`src/rtl/cache_ctrl.sv`:
```
// Data-cache controller for one request port. It looks up the tag array and serves hits.
// Misses and uncached accesses go to the miss unit, and stores that hit are written into the array.
module cache_ctrl #(
  parameter logic [63:0] CACHE_START_ADDR   = 64'h8000_0000,
  parameter int unsigned DCACHE_SET_ASSOC   = 4,
  parameter int unsigned DCACHE_INDEX_WIDTH = 12,
  parameter int unsigned DCACHE_TAG_WIDTH   = 44,
  parameter int unsigned DCACHE_LINE_WIDTH  = 256
) (
  input  logic                                        clk_i,
  input  logic                                        rst_ni,
  input  logic                                        bypass_i,
  output logic                                        busy_o,
  // core request port
  input  logic [DCACHE_INDEX_WIDTH-1:0]               req_port_address_index_i,
  input  logic [DCACHE_TAG_WIDTH-1:0]                 req_port_address_tag_i,
  input  logic                                        req_port_tag_valid_i,
  input  logic                                        req_port_data_req_i,
  input  logic                                        req_port_data_we_i,
  input  logic [7:0]                                  req_port_data_be_i,
  input  logic [1:0]                                  req_port_data_size_i,
  input  logic [63:0]                                 req_port_data_wdata_i,
  input  logic                                        req_port_kill_req_i,
  output logic                                        req_port_data_gnt_o,
  output logic                                        req_port_data_rvalid_o,
  output logic [63:0]                                 req_port_data_rdata_o,
  // tag/data array
  output logic [DCACHE_SET_ASSOC-1:0]                 req_o,
  output logic [DCACHE_INDEX_WIDTH-1:0]               addr_o,
  input  logic                                        gnt_i,
  input  logic [DCACHE_SET_ASSOC*DCACHE_LINE_WIDTH-1:0] data_i,
  input  logic [DCACHE_SET_ASSOC-1:0]                 hit_way_i,
  output logic [DCACHE_TAG_WIDTH-1:0]                 tag_o,
  output logic [DCACHE_LINE_WIDTH-1:0]                data_o,
  output logic                                        data_dirty_o,
  output logic                                        data_valid_o,
  output logic                                        we_o,
  output logic [DCACHE_LINE_WIDTH/8-1:0]              be_data_o,
  output logic [DCACHE_SET_ASSOC-1:0]                 be_vldrty_o,
  // miss unit
  output logic                                        miss_req_valid_o,
  output logic                                        miss_req_bypass_o,
  output logic [DCACHE_TAG_WIDTH+DCACHE_INDEX_WIDTH-1:0] miss_req_addr_o,
  output logic [7:0]                                  miss_req_be_o,
  output logic [1:0]                                  miss_req_size_o,
  output logic                                        miss_req_we_o,
  output logic [63:0]                                 miss_req_wdata_o,
  input  logic                                        miss_gnt_i,
  input  logic                                        active_serving_i,
  input  logic [63:0]                                 critical_word_i,
  input  logic                                        critical_word_valid_i,
  input  logic                                        bypass_gnt_i,
  input  logic                                        bypass_valid_i,
  input  logic [63:0]                                 bypass_data_i,
  output logic [DCACHE_TAG_WIDTH+DCACHE_INDEX_WIDTH-1:0] mshr_addr_o,
  input  logic                                        mshr_addr_matches_i,
  input  logic                                        mshr_index_matches_i
);

  localparam int unsigned PaddrWidth   = DCACHE_TAG_WIDTH + DCACHE_INDEX_WIDTH;
  localparam int unsigned ByteOffset   = $clog2(DCACHE_LINE_WIDTH / 8);
  localparam int unsigned WordsPerLine = DCACHE_LINE_WIDTH / 64;

  typedef enum logic [2:0] {
    StIdle, StWaitTag, StStoreReq, StWaitMshr, StWaitRefillGnt, StWaitCriticalWord,
    StWaitBypassValid
  } state_e;

  state_e                          state_q, state_d;
  logic [DCACHE_INDEX_WIDTH-1:0]   index_q, index_d;
  logic [DCACHE_TAG_WIDTH-1:0]     tag_q, tag_d;
  logic                            we_q, we_d;
  logic [7:0]                      be_q, be_d;
  logic [1:0]                      size_q, size_d;
  logic [63:0]                     wdata_q, wdata_d;
  logic [DCACHE_SET_ASSOC-1:0]     hit_way_q, hit_way_d;
  logic                            bypass_q, bypass_d;
  logic                            tag_saved_q, tag_saved_d;

  logic                            tag_valid_eff;
  logic [DCACHE_TAG_WIDTH-1:0]     tag_eff;
  logic [PaddrWidth-1:0]           paddr;
  logic                            uncached;
  logic [ByteOffset-4:0]           word_idx;
  logic [DCACHE_LINE_WIDTH-1:0]    hit_line;
  logic [WordsPerLine-1:0][63:0]   hit_words;
  logic [WordsPerLine-1:0][7:0]    be_words;
  logic                            store_phase;

  // After an MSHR stall the tag is already known, so the relookup does not wait for tag_valid.
  assign tag_valid_eff = tag_saved_q | req_port_tag_valid_i;
  assign tag_eff       = tag_saved_q ? tag_q : req_port_address_tag_i;
  assign tag_o         = (state_q == StWaitTag) ? tag_eff : tag_q;
  assign paddr         = {tag_o, index_q};
  assign mshr_addr_o   = paddr;
  assign uncached      = bypass_i | (64'(paddr) < CACHE_START_ADDR);
  assign word_idx      = index_q[ByteOffset-1:3];
  assign busy_o        = (state_q != StIdle);

  always_comb begin
    hit_line = '0;
    for (int w = 0; w < int'(DCACHE_SET_ASSOC); w++) begin
      if (hit_way_i[w]) hit_line |= data_i[w*DCACHE_LINE_WIDTH +: DCACHE_LINE_WIDTH];
    end
  end
  assign hit_words = hit_line;

  always_comb begin
    be_words           = '0;
    be_words[word_idx] = be_q;
  end

  assign store_phase  = (state_q == StStoreReq);
  assign data_o       = {WordsPerLine{wdata_q}};
  assign data_dirty_o = store_phase;
  assign data_valid_o = store_phase;
  assign be_data_o    = store_phase ? be_words : '0;
  assign be_vldrty_o  = store_phase ? hit_way_q : '0;

  assign miss_req_valid_o  = (state_q == StWaitRefillGnt);
  assign miss_req_bypass_o = bypass_q;
  assign miss_req_addr_o   = paddr;
  assign miss_req_be_o     = be_q;
  assign miss_req_size_o   = size_q;
  assign miss_req_we_o     = we_q;
  assign miss_req_wdata_o  = wdata_q;

  always_comb begin
    state_d     = state_q;
    index_d     = index_q;
    tag_d       = tag_q;
    we_d        = we_q;
    be_d        = be_q;
    size_d      = size_q;
    wdata_d     = wdata_q;
    hit_way_d   = hit_way_q;
    bypass_d    = bypass_q;
    tag_saved_d = tag_saved_q;
    req_o                  = '0;
    addr_o                 = index_q;
    we_o                   = 1'b0;
    req_port_data_gnt_o    = 1'b0;
    req_port_data_rvalid_o = 1'b0;
    req_port_data_rdata_o  = '0;

    unique case (state_q)
      StIdle: begin
        if (req_port_data_req_i) begin
          req_o  = '1;
          addr_o = req_port_address_index_i;
          if (gnt_i) begin
            req_port_data_gnt_o = 1'b1;
            index_d     = req_port_address_index_i;
            we_d        = req_port_data_we_i;
            be_d        = req_port_data_be_i;
            size_d      = req_port_data_size_i;
            wdata_d     = req_port_data_wdata_i;
            tag_saved_d = 1'b0;
            state_d     = StWaitTag;
          end
        end
      end
      StWaitTag: begin
        if (req_port_kill_req_i) begin
          req_port_data_rvalid_o = 1'b1;
          tag_saved_d            = 1'b0;
          state_d                = StIdle;
        end else if (tag_valid_eff) begin
          tag_d       = tag_eff;
          tag_saved_d = 1'b0;
          bypass_d    = uncached;
          if (uncached) begin
            state_d = StWaitRefillGnt;
          end else if (mshr_index_matches_i && active_serving_i) begin
            state_d = StWaitMshr;
          end else if (|hit_way_i) begin
            if (we_q) begin
              hit_way_d = hit_way_i;
              state_d   = StStoreReq;
            end else begin
              req_port_data_rvalid_o = 1'b1;
              req_port_data_rdata_o  = hit_words[word_idx];
              state_d                = StIdle;
            end
          end else begin
            state_d = StWaitRefillGnt;
          end
        end
      end
      StStoreReq: begin
        req_o = hit_way_q;
        we_o  = 1'b1;
        if (gnt_i) state_d = StIdle;
      end
      StWaitMshr: begin
        if (!mshr_index_matches_i) begin
          req_o = '1;
          if (gnt_i) begin
            tag_saved_d = 1'b1;
            state_d     = StWaitTag;
          end
        end
      end
      StWaitRefillGnt: begin
        if (bypass_q ? bypass_gnt_i : miss_gnt_i) begin
          if (we_q) state_d = StIdle;
          else state_d = bypass_q ? StWaitBypassValid : StWaitCriticalWord;
        end
      end
      StWaitCriticalWord: begin
        if (critical_word_valid_i) begin
          req_port_data_rvalid_o = 1'b1;
          req_port_data_rdata_o  = critical_word_i;
          state_d                = StIdle;
        end
      end
      StWaitBypassValid: begin
        if (bypass_valid_i) begin
          req_port_data_rvalid_o = 1'b1;
          req_port_data_rdata_o  = bypass_data_i;
          state_d                = StIdle;
        end
      end
      default: state_d = StIdle;
    endcase
  end

  always_ff @(posedge clk_i or negedge rst_ni) begin
    if (!rst_ni) begin
      state_q     <= StIdle;
      index_q     <= '0;
      tag_q       <= '0;
      we_q        <= 1'b0;
      be_q        <= '0;
      size_q      <= '0;
      wdata_q     <= '0;
      hit_way_q   <= '0;
      bypass_q    <= 1'b0;
      tag_saved_q <= 1'b0;
    end else begin
      state_q     <= state_d;
      index_q     <= index_d;
      tag_q       <= tag_d;
      we_q        <= we_d;
      be_q        <= be_d;
      size_q      <= size_d;
      wdata_q     <= wdata_d;
      hit_way_q   <= hit_way_d;
      bypass_q    <= bypass_d;
      tag_saved_q <= tag_saved_d;
    end
  end

  // Line-level MSHR collisions are resolved by the index check above.
  logic unused_mshr_addr_match;
  assign unused_mshr_addr_match = mshr_addr_matches_i;

endmodule

```
`config.mk`:
```
export PLATFORM = sky130hd
export DESIGN_NAME = cache_ctrl
export DESIGN_NICKNAME = d
export VERILOG_FILES = /design/src/rtl/cache_ctrl.sv
export SDC_FILE = /design/constraint.sdc
export NUM_CORES = 1
export LEC_CHECK = 0
export BUFFER_PORTS_ARGS = -buffer_cell sky130_fd_sc_hd__clkbuf_2
export CELL_PAD_IN_SITES_DETAIL_PLACEMENT = 1
export CELL_PAD_IN_SITES_GLOBAL_PLACEMENT = 1
export CORE_AREA = 2 2 735 737
export DETAILED_ROUTE_END_ITERATION = 7
export DIE_AREA = 0 0 737 739
export HOLD_SLACK_MARGIN = 0.02
export PLACE_DENSITY = 0.3
export SYNTH_ARGS = -nofsm -noshare
export SYNTH_HDL_FRONTEND = slang
export SYNTH_SLANG_ARGS = --single-unit
```
`constraint.sdc`:
```
create_clock -name clk_i -period 5.1 [get_ports clk_i]
set_input_delay 0.255 -clock clk_i [delete_from_list [all_inputs] [get_ports clk_i]]
set_output_delay 0.255 -clock clk_i [all_outputs]
set_load 0.005 [all_outputs]
```
After elaboration in Yosys (flattened, before gate mapping):

Cells that the tools add are included.
W data, S select, Z words.

* bits in registers: 140
* latch bits: 0
* bits in writable memories: 0
* memory bits (read-only): 0
* output and inout bits: 611
* logic and storage cells: 111
* memories kept: 0

* add/sub/neg operators: 0
* multiply operators: 0
* div/mod/pow operators: 0
* order comparisons: 3
* eq/ne operators: 15
* shift-type cells: 0
* mux-type cells: 63
* bitwise operators: 9
* reduce and logical (&&, ||, !) cells: 11

Operators with widths (count)
* $mux W256: 4
* $or A256 B256 Y256: 3
* $mux W64: 9
* $pmux W64 S3: 1
* $bmux W64 S2: 1
* $mux W44: 2
* $lt A56 B32 Y1 const B: 1
* $mux W3: 13
* $and A32 B32 Y32: 1
* $mux W32: 1
* $mux W12: 2
* $pmux W3 S7: 1
* $mux W1: 19
* $demux W8 S2: 1
* $ne A2 B2 Y1 const B: 7
* $reduce_and A7 Y1: 2
* $mux W4: 3
* $pmux W4 S3: 1
* $eq A3 B3 Y1 const B: 3
* $mux W8: 1
* $eq A3 B2 Y1 const B: 2
* $pmux W1 S3: 2
* $reduce_and A3 Y1: 2
* $reduce_and A6 Y1: 1
* 12 further kinds: 18

Logic depth before layout (Yosys ltp):

* depth after elaboration: 16
* gate-level depth with buffers: 9

Worst setup path before layout:

Ideal clock, no wire load.

* path kind: reg-to-output
* start point: register state_q[2]
* end point: output req_port_data_rdata_o[0]
* arrival time: 2357 ps
* data required time: 4845 ps
* path slack: 2488 ps
* cell stages (with the launch flop): 9
* path buffers: 3
* cells stage by stage: dfrtp_1 > or4b_1 > buf_2 > a311o_1 > and2_4 > or4_1 > buf_4 > buf_6 > o21ai_2

* cells in the longest elaborated chain, start to end: 8
* elaborated cells between the ends (all ways): 10
* classes of those cells: order compare (1); eq/ne (3); mux (5); bitwise (1)

RTL lines
* start: declaration: line 69 `state_e state_q, state_d;`
* start signal: assignment: line 230 `state_q <= StIdle;`
* start signal: assignment: line 241 `state_q <= state_d;`
* $eq A3 B1 Y1: line 93, 146
* $mux W44: line 93 `assign tag_o = (state_q == StWaitTag) ? tag_eff : tag_q;`
* $lt A56 B32 Y1: line 96 `assign uncached = bypass_i | (64'(paddr) < CACHE_START_ADDR);`
* $or A1 B1 Y1: line 96
* $mux W64: line 172 `if (uncached) begin`
* $mux W64: line 168 `end else if (tag_valid_eff) begin`
* $mux W64: line 164 `if (req_port_kill_req_i) begin`
* $pmux W64 S3 *: line 146 `unique case (state_q)`
* end: declaration: line 26 `output logic [63:0] req_port_data_rdata_o,`

Every way passes the cells marked *; elsewhere a longest branch is shown, timed or not.

Worst setup path after layout:

* start point: register tag_saved_q
* end point: output req_port_data_rdata_o[57]

* cells in the longest elaborated chain, start to end: 8
* elaborated cells between the ends (all ways): 9
* classes of those cells: order compare (1); mux (6); bitwise (2)

RTL lines
* start: declaration: line 78 `logic tag_saved_q, tag_saved_d;`
* start signal: assignment: line 250 `tag_saved_q <= tag_saved_d;`
* $mux W44: line 92 `assign tag_eff = tag_saved_q ? tag_q : req_port_address_tag_i;`
* $mux W44: line 93
* $lt A56 B32 Y1: line 96
* $or A1 B1 Y1: line 96
* $mux W64: line 172
* $mux W64 *: line 168
* $mux W64 *: line 164
* $pmux W64 S3 *: line 146

Marked as above.

==> impl_metrics.env <==
export IMPL_cts_sinks=140
export IMPL_worstMarginPinSlew_ns=1.41
export IMPL_dp_slack_ns=0.501
export IMPL_worstSetupPathType="reg2out"
export IMPL_synthXorXnorAreaFrac_pct=0
export IMPL_cts_made_buffers=21
export IMPL_synth_area_um2=16200
export IMPL_synth_top_family_by_area="compound AO/OA/AOI/OAI gates"
export IMPL_yosysTopAreaCell="dfrtp_1"
export IMPL_dieArea_um2=545000
export IMPL_cts_buffer_depth=3
export IMPL_nNetsFinal=4698
export IMPL_yosys_warnings=0
export IMPL_critPathTopFamily="simple AND/OR/NAND/NOR gates"
export IMPL_vias=26387
export IMPL_crit_chain="or4b_4, a311o_1, and2_4, or4_4, buf_12, o21ai_2, clkbuf_2"
export IMPL_finalSetupViolations=0
export IMPL_layout_area_overhead_vs_synth_pct=115
export IMPL_status="finished, final reports clean"
export IMPL_cp_num_buf_inv=2
export IMPL_fp_dieH_um=739
export IMPL_clock_latency_ns=0.64
export IMPL_slowest_delay_ns=0.75
export IMPL_power_density_nw_per_um2=470
export IMPL_p_leak_nw=14.2
export IMPL_maxCapViolations=0
export IMPL_yosys_cell_types_count=44
export IMPL_n_fill_cell=64351
export IMPL_grt_setup_unrepaired="no"
export IMPL_dpl_hpwl_um=370000
export IMPL_layout_cells_non_filler=10722
export IMPL_dr_first_iter_drc_count=1767
export IMPL_syn_area_per_cell_um2=9.13
export IMPL_start_util_pct=3.03
export IMPL_grt_max_degree=72
export IMPL_syn_inst=1779
export IMPL_routed_wl_um=405000
export IMPL_worst_endpoint_arrival_ns=4.51
export IMPL_slew_headroom_pct=6.32
export IMPL_finalHoldViolCount=0
export IMPL_gp_congestion=0.888
export IMPL_placed_cells=10425
export IMPL_synth_net_count=3080
export IMPL_root_buffer="clkbuf_16"
export IMPL_first_pass_iters=6
export IMPL_final_layout_size_suffix_gt1_share_pct=67.1
export IMPL_startpoint_type="register"
export IMPL_synth_top_area_share_pct=21.6
export IMPL_fin_util_pct=6.52
export IMPL_ys_ff_latch=140
export IMPL_grt_pass1_wl_um=465000
export IMPL_vdd_ir_drop_worst_v=0.000364
export IMPL_hold_class="in2reg"
export IMPL_synthTopCellsByArea="dfrtp_1, buf_4, a221o_1"
export IMPL_overflow=0
export IMPL_synth_compound_area_share_pct=36.8
export IMPL_hold_depth=2
export IMPL_period_needed_ns=4.77
export IMPL_fin_total_pwr_mw=16.4
export IMPL_cts_tree="yes"
export IMPL_finalCritPeriodShare_pct=93.4
export IMPL_wire_per_inst_um=37.8
export IMPL_cts_max_level=4
export IMPL_die_width_um=737
export IMPL_rr_worst_depth=6
export IMPL_yosys_area_share_adder_pct=0
export IMPL_postCtsSetupRepairBufs=0
export IMPL_detail_route_antenna_nets=0
export IMPL_synthMuxAreaShare_pct=11.5
export IMPL_crit_slowest_cell="or4b_4"
export IMPL_grt_pass1_vias=26560
export IMPL_cp_max_fo=32
export IMPL_cp_depth=7
export IMPL_drc=0
export IMPL_clk_pin_slew_worst_paths_ns=0.07
export IMPL_fin_worst_skew_ns=0.0937
export IMPL_critPathRequiredTime_ns=4.85
export IMPL_critPathCaptureType="output pin"
export IMPL_drv_slew=0
export IMPL_max_freq_mhz=210
export IMPL_port_buffers=1910
export IMPL_antenna_found_initial=391
export IMPL_worst_slack_ns=0.335
export IMPL_whs_ns=0.0899
export IMPL_post_drt_via_cell_ratio=2.46
export IMPL_row_count=269
export IMPL_seq_area_frac_synth_pct=21.6
export IMPL_core_um2=536000
export IMPL_yosys_area_share_simple_pct=8.58
export IMPL_ioPinCount=1912
export IMPL_track_usage_pct=14.2
[routing by layer]
layer	wire length (µm)	part of all wire [%]	track usage, %	vias to the layer above
li1	-	-	-	10374
met1	161000	40	16.4	13061
met2	181000	45	23.0	2069
met3	52900	13	8.20	671
met4	10100	2.5	2.50	212
met5	1390	0.34	0	-
[worst reg2reg max path: stages (launching register included)]
cell and delay [ns]:
dfrtp_1 0.40, buf_4 0.20, or3_1 0.46, nor2_2 0.14, and2_4 0.82, buf_12 0.39
mux2_2 0.46
[kinds of logic (layout without fill, tap and decap cells)]
| group | after synthesis | in the layout |
|---|---|---|
| and+or+nand+nor | 248 | 248 |
| muxes | 166 | 166 |
| other | 0 | 134 |
| buffers and inverters | 555 | 2183 |
| DFF | 140 | 140 |
| AOI/OAI and AO/OA | 670 | 670 |
[cells in the mapped netlist]
cell type,n
buf_4,359
a221o_1,256
a221oi_1,256
mux2_2,165
clkbuf_1,151
dfrtp_1,140
nand2_1,85
a22oi_1,66
or4_1,66
o21ai_2,50
and2_1,33
buf_1,20
buf_2,15
nor2_1,15
o21ai_0,14
nor4_1,10
o21ai_1,10
a21oi_1,7
nor2b_1,7
nor3_1,7
buf_6,6
and3_1,5
nand2b_1,4
inv_1,3
nand3_1,3
nand4_1,3
a31oi_1,2
and4_1,2
o211ai_1,2
or2_2,2
or3_1,2
a211o_1,1
a211oi_1,1
a311o_1,1
and2_4,1
clkinv_1,1
mux2i_1,1
nor4b_2,1
o211a_1,1
o21a_1,1
o221ai_1,1
o22ai_1,1
or3b_1,1
or4b_1,1
[worst paths after layout]
path | start | slack [ns] | to
setup reg to reg | state_q[2] | 2.10 | miss_req_be_o[3]
min in group asynchronous | rst_ni | 0.24 | miss_req_wdata_o[1]
hold / removal | req_port_address_index_i[3] | 0.09 | index_q[3]
hold reg to reg | miss_req_wdata_o[49] | 0.51 | miss_req_wdata_o[49]
setup / recovery | tag_saved_q | 0.33 | req_port_data_rdata_o[57]
max in group asynchronous | rst_ni | 3.65 | miss_req_wdata_o[62]
[layout by cell type (no fill, tap or decap), types with 4 or more instances in the layout]
| cell type | synthesis | layout |
|---|---|---|
| and3_1 | 5 | 4 |
| dfrtp_1 | 140 | 138 |
| clkbuf_2 | 0 | 1905 |
| nor2_1 | 15 | 14 |
| and2_1 | 33 | 32 |
| buf_12 | 0 | 26 |
| a221oi_2 | 0 | 4 |
| o21ai_2 | 50 | 51 |
| dlygate4sd3_1 | 0 | 130 |
| o21ai_1 | 10 | 10 |
| nand2_1 | 85 | 84 |
| a22oi_1 | 66 | 65 |
| nor4_1 | 10 | 7 |
| a221o_1 | 256 | 256 |
| clkinv_4 | 0 | 4 |
| a221oi_1 | 256 | 251 |
| o21ai_0 | 14 | 13 |
| nor2b_1 | 7 | 7 |
| clkbuf_16 | 0 | 21 |
| buf_4 | 359 | 78 |
| buf_8 | 0 | 5 |
| or4_1 | 66 | 65 |
| nor3_1 | 7 | 6 |
| a21oi_1 | 7 | 7 |
| mux2_2 | 165 | 165 |
| diode_2 | 0 | 134 |
[registers in the layout (all words and copies together), names as in the netlist]
signal	cells
tag_q	44
hit_way_q	4
state_q	3
miss_req_size_o	2
miss_req_we_o	1
miss_req_be_o	8
miss_req_bypass_o	1
miss_req_wdata_o	64
tag_saved_q	1
index_q	12
[cell type report]
class                           count  area [µm²]  share of cell area, %
Timing Repair Buffer             2146       12000                   34.5
Multi-Input combinational cell   1084        9380                   26.8
Clock inverter                     10         149                  0.426
Antenna cell                      134         335                  0.960
Inverter                            4        15.0                 0.0430
Sequential cell                   140        3510                   10.0
Clock buffer                       23         533                   1.53
Tap cell                         7181        8980                   25.7
[where the power goes]
part           switching, mW  internal (mW)  total, mW
logic                   7.60           3.94       11.5
clock network          0.952          0.925       1.88
registers               1.36           1.66       3.01
total                   9.91           6.52       16.4
[metrics by stage]
step,setup TNS (ns),instance area [µm²]
3_3_place_gp,-34.28,32600
3_5_place_dp,0,32600
6_report,0,34900
2_1_floorplan,0,16200
4_1_cts,0,34600
5_1_grt,0,34700
[what timing repair did]
action	in CTS	in global routing
hold buffers	130	0
resized for setup	3	0
setup endpoints to repair	9	0
hold endpoints to repair	174	0
Power figures use the tool's default switching activity.
